## src/rtl/ccu_serial.sv

```systemverilog
// Digit-serial adder/subtractor: DIGIT bits per cycle, LSB digit first; done pulses N+1 cycles after start.
// No backpressure: start is taken only in IDLE, and results hold until the next completion.
module ccu_serial #(
   parameter int WIDTH = 8,
   parameter int DIGIT = 2
) (
   input  logic             clk,
   input  logic             reset,
   input  logic             start,
   input  logic             sub,
   input  logic [WIDTH-1:0] A,
   input  logic [WIDTH-1:0] B,
   output logic             busy,
   output logic             done,
   output logic [WIDTH-1:0] sum,
   output logic             cout,
   output logic             ovf
);
   localparam int N  = WIDTH / DIGIT;
   localparam int CW = (N > 1) ? $clog2(N) : 1;
   localparam logic [CW-1:0] LAST = CW'(N - 1);

   typedef enum logic [1:0] {IDLE, RUN, DONE} state_t;
   state_t state, state_nxt;

   logic [WIDTH-1:0] a_sh, b_sh, res_sh, res_nxt;
   logic             a_msb, b_msb, carry, last;
   logic [CW-1:0]    cnt;
   logic [DIGIT:0]   dsum;

   // Operand registers shift right each RUN cycle so the low digit is always the current one.
   assign dsum    = {1'b0, a_sh[DIGIT-1:0]} + {1'b0, b_sh[DIGIT-1:0]} + {{DIGIT{1'b0}}, carry};
   assign res_nxt = (res_sh >> DIGIT) | (WIDTH'(dsum[DIGIT-1:0]) << (WIDTH - DIGIT));
   assign last    = (cnt == LAST);

   always_ff @(posedge clk or posedge reset) begin
      if (reset) state <= IDLE;
      else       state <= state_nxt;
   end

   always_comb begin
      state_nxt = state;
      busy      = 1'b0;
      done      = 1'b0;
      case (state)
         IDLE: if (start) state_nxt = RUN;
         RUN: begin
            busy = 1'b1;
            if (last) state_nxt = DONE;
         end
         DONE: begin
            done      = 1'b1;
            state_nxt = IDLE;
         end
         default: state_nxt = IDLE;
      endcase
   end

   always_ff @(posedge clk or posedge reset) begin
      if (reset) begin
         a_sh   <= '0;
         b_sh   <= '0;
         res_sh <= '0;
         a_msb  <= 1'b0;
         b_msb  <= 1'b0;
         carry  <= 1'b0;
         cnt    <= '0;
         sum    <= '0;
         cout   <= 1'b0;
         ovf    <= 1'b0;
      end else begin
         case (state)
            IDLE: if (start) begin
               a_sh   <= A;
               b_sh   <= B ^ {WIDTH{sub}};
               a_msb  <= A[WIDTH-1];
               b_msb  <= B[WIDTH-1] ^ sub;
               carry  <= sub;
               cnt    <= '0;
               res_sh <= '0;
            end
            RUN: begin
               a_sh   <= a_sh >> DIGIT;
               b_sh   <= b_sh >> DIGIT;
               res_sh <= res_nxt;
               carry  <= dsum[DIGIT];
               cnt    <= cnt + 1'b1;
               if (last) begin
                  sum  <= res_nxt;
                  cout <= dsum[DIGIT];
                  ovf  <= (a_msb == b_msb) && (res_nxt[WIDTH-1] != a_msb);
               end
            end
            default: ;
         endcase
      end
   end
endmodule

```

## config.mk

```make
export PLATFORM = sky130hd
export DESIGN_NAME = ccu_serial
export DESIGN_NICKNAME = d
export VERILOG_FILES = /design/src/rtl/ccu_serial.sv
export SDC_FILE = /design/constraint.sdc
export NUM_CORES = 1
export LEC_CHECK = 0
export CORE_MARGIN = 2
export CORE_UTILIZATION = 30
export CTS_CLUSTER_DIAMETER = 200
export DETAILED_ROUTE_END_ITERATION = 12
export PLACE_DENSITY_LB_ADDON = 0.05
export SYNTH_ARGS = -nofsm -noshare
export SYNTH_HDL_FRONTEND = slang
export SYNTH_SLANG_ARGS = --single-unit
export TNS_END_PERCENT = 5
```

## constraint.sdc

```tcl
create_clock -name clk -period 1.71 [get_ports clk]
set_clock_uncertainty 0.15 [all_clocks]
set_input_delay 0.513 -clock clk [delete_from_list [all_inputs] [get_ports clk]]
set_output_delay 0.513 -clock clk [all_outputs]
set_load 0.01 [all_outputs]
```

==> results.json <==
{
  "fin_crit_sh_pct": 110,
  "fillers": 562,
  "dp_hpwl_um": 2650,
  "yosysSeqAreaShare_pct": 55.5,
  "ys_top_cells_by_area": "dfrtp_1, nand2_1, mux2_4, xnor2_1, a221o_1",
  "synth-seq-cells": 39,
  "crit_path_max_fanout": 4,
  "ant_nets": 0,
  "port_buffers": 31,
  "p_clk_share_pct": 19.8,
  "vdd_drop_max_mv": 0.621,
  "avgSynthCellArea_sq_um": 11.1,
  "switching_share_pct": 34.6,
  "worstReg2RegStart": "carry",
  "worstPathArrival_ns": 1.94,
  "maxCapViolCount": 0,
  "first_global_vias": 1321,
  "clock_latency_ns": 0.28,
  "critical_path_class": "flop to flop",
  "die_w_um": 80.6,
  "seq_power_share_pct": 38.7,
  "worstHoldPathType": "flop to flop",
  "yosysTopAreaCell": "dfrtp_1",
  "min_period_ns": 1.88,
  "synthCells": 159,
  "fmax_mhz": 533,
  "post_drt_wl_per_cell_um": 13.6,
  "vias": 1279,
  "initial_core_util_pct": 31.6,
  "ctsLongestPathBuffers": 2,
  "internal-power_uw": 2610,
  "vias_per_cell": 4.62,
  "setup_tns_ns": -0.412,
  "drt-total-wl_um": 3760,
  "numCtsBuffers": 5,
  "die_h_um": 80.6,
  "required_ns": 1.77,
  "power.density_mw_per_mm2": 1710,
  "cts_max_level": 2,
  "drtIter0Drc": 44,
  "grt_pass1_wl_um": 6460,
  "cts_tree": "built",
  "clock_sinks": 39,
  "grt.overflow.total": 0,
  "comb_power_share_pct": 41.5,
  "drc": 0,
  "drive_above_1_share_pct": 19.5,
  "grt_max_degree": 40,
  "crit_path_start_kind": "flop",
  "die_area_sq_mm": 0.00649,
  "hold_start": "sum[3]",
  "whs_path_depth": 1,
  "rsz0062_at_grt": "yes",
  "status": "complete, but fails checks",
  "p_sw_uw": 1380,
  "crit_path_end_kind": "flop",
  "rrSetupSlack_ns": -0.17,
  "postLayoutCellArea_sq_mm": 0.00234,
  "clkTransAtPathRegs_ns": 0.08,
  "worstMarginPinSlew_ns": 0.252,
  "firstDrtPassIters": 4,
  "synth.top_cell.area_share_pct": 55.5,
  "slew_headroom_pct": 83.2,
  "area_growth_pct": 33.1,
  "ios": 32,
  "yosysUniqueCellTypes": 29,
  "hold_violations": 0,
  "cts_hold_buffers": 0,
  "finalSetupViolations": 4,
  "finalCoreUtilization_pct": 42.0,
  "core_sq_mm": 0.00557,
  "setup_slack_ns": -0.166,
  "syn_nets": 182,
  "row_count": 27,
  "clockRootBuffer": "clkbuf_8",
  "netlist_area_sq_mm": 0.00176,
  "hold_end": "sum[3]",
  "violations": "negative setup slack",
  "placed_area_sq_mm": 0.00221,
  "ys_warn_count": 0,
  "power_leakage_uw": 0.00114,
  "r2r_end": "ovf",
  "maxSlewViolCount": 0,
  "gp_congestion": 0.713,
  "final_nets": 227,
  "antenna_found_initial": 0,
  "n_antenna_cell": 0,
  "r2r_cells": 7,
  "grt_usage_pct": 13.1
}
-- metal layers --
layer  track usage, %  up-vias  wire, um
met4             4.07        0        34
li1                 -      632         -
met1             17.5      621      1870
met5                0        -         0
met3             3.48        4       123
met2             20.6       22      1730
-- critical path: stages, from the launching register on --
cell,delay (ns)
dfrtp_1,0.36
inv_2,0.05
fa_2,0.37
inv_2,0.06
fa_2,0.46
and3b_1,0.22
a21oi_1,0.04
o21ai_1,0.10
-- synthesized netlist by cell type --
| master | n |
|---|---|
| nand2b_2 | 1 |
| buf_2 | 3 |
| fa_1 | 2 |
| mux2_4 | 5 |
| o21ai_0 | 4 |
| nor2b_1 | 2 |
| o21bai_1 | 1 |
| nand2_1 | 31 |
| inv_2 | 1 |
| buf_6 | 3 |
| and3b_1 | 1 |
| clkbuf_1 | 3 |
| xnor2_1 | 7 |
| a21oi_1 | 1 |
| or3b_1 | 1 |
| a22o_1 | 1 |
| nand3b_4 | 1 |
| nor2_1 | 7 |
| nand3_1 | 10 |
| nor3b_1 | 1 |
| ha_1 | 1 |
| buf_4 | 1 |
| inv_1 | 6 |
| mux2_1 | 3 |
| xor2_1 | 1 |
| o21ai_1 | 9 |
| a221o_1 | 6 |
| a22oi_1 | 7 |
| dfrtp_1 | 39 |
-- sequential cells by signal (all words and copies together), names as in the netlist --
signal,flops
sum,8
cout,1
cnt,2
ovf,1
carry,1
state,2
b_msb,1
b_sh,8
a_sh,8
a_msb,1
res_sh,6
-- per-stage QoR --
stage	worst slack (ns)	power, uW	cells	hold slack (ns)
floorplan	-0.129	2630	159	0.299
global placement	-0.297	3270	266	0.321
detailed placement	-0.290	3300	266	0.330
CTS	-0.178	4070	277	0.343
global route	-0.265	4350	277	0.366
finish	-0.166	4000	277	0.338
-- kinds of logic after synthesis --
group,Yosys count,share of synthesized area (%)
buf+inv,17,5.33
simple gates,55,14.7
flops,39,55.5
mux,8,6.19
fa+ha+maj,3,2.99
xor+xnor,8,3.98
compound gates,29,11.3
-- worst max path at each step --
stage,to,depth (start not counted),slack (ns),from
2_1_floorplan,ovf,7,-0.13,a_sh[0]
3_3_place_gp,b_sh[4],5,-0.30,start
3_5_place_dp,b_sh[4],5,-0.29,start
4_1_cts,ovf,7,-0.18,carry
5_1_grt,ovf,7,-0.27,carry
6_report,ovf,7,-0.17,carry
-- power by group through the flow --
| stage | registers, uW | clock network, uW | logic [uW] |
|---|---|---|---|
| 5_1_grt | 1610 | 872 | 1870 |
| 6_report | 1550 | 791 | 1660 |
| 2_1_floorplan | 1570 | 0 | 1060 |
| 4_1_cts | 1550 | 816 | 1700 |
| 3_3_place_gp | 1570 | 0 | 1700 |
| 3_5_place_dp | 1570 | 0 | 1730 |
-- repair_timing --
item,CTS,global route
buffers inserted,3,0
pin swaps,3,0
gates resized for setup,20,0
setup endpoints to repair,16,15
hold endpoints to repair,0,0
-- cell type report --
class	count	area [sq um]	share of cell area, %
Timing Repair Buffer	48	438	18.7
Clock buffer	6	82.6	3.53
Clock inverter	2	35.0	1.50
Inverter	7	26.3	1.12
Tap cell	72	90.1	3.85
Sequential cell	39	976	41.7
Multi-Input combinational cell	103	694	29.6
-- cell usage in the layout (no fill, tap or decap) --
cell type / n
or3b_1: 1
buf_6: 1
mux2_4: 5
clkinv_2: 1
a22o_1: 1
nand3b_4: 1
nand3_1: 10
o21ai_0: 4
clkdlybuf4s50_1: 19
bufinv_16: 1
a221o_1: 6
ha_1: 1
clkdlybuf4s15_2: 1
o21bai_1: 1
inv_1: 3
a22oi_1: 7
xor2_1: 1
dlygate4sd2_1: 10
buf_4: 15
buf_2: 1
nand2b_2: 1
xnor2_1: 7
inv_2: 4
a21oi_1: 1
nand2_1: 31
dfrtp_1: 39
buf_12: 1
o21ai_1: 9
mux2_1: 3
clkbuf_8: 6
fa_2: 2
nor2_1: 7
nor2b_1: 2
and3b_1: 1
nor3b_1: 1
No activity file was read; power rests on OpenSTA's default activity.
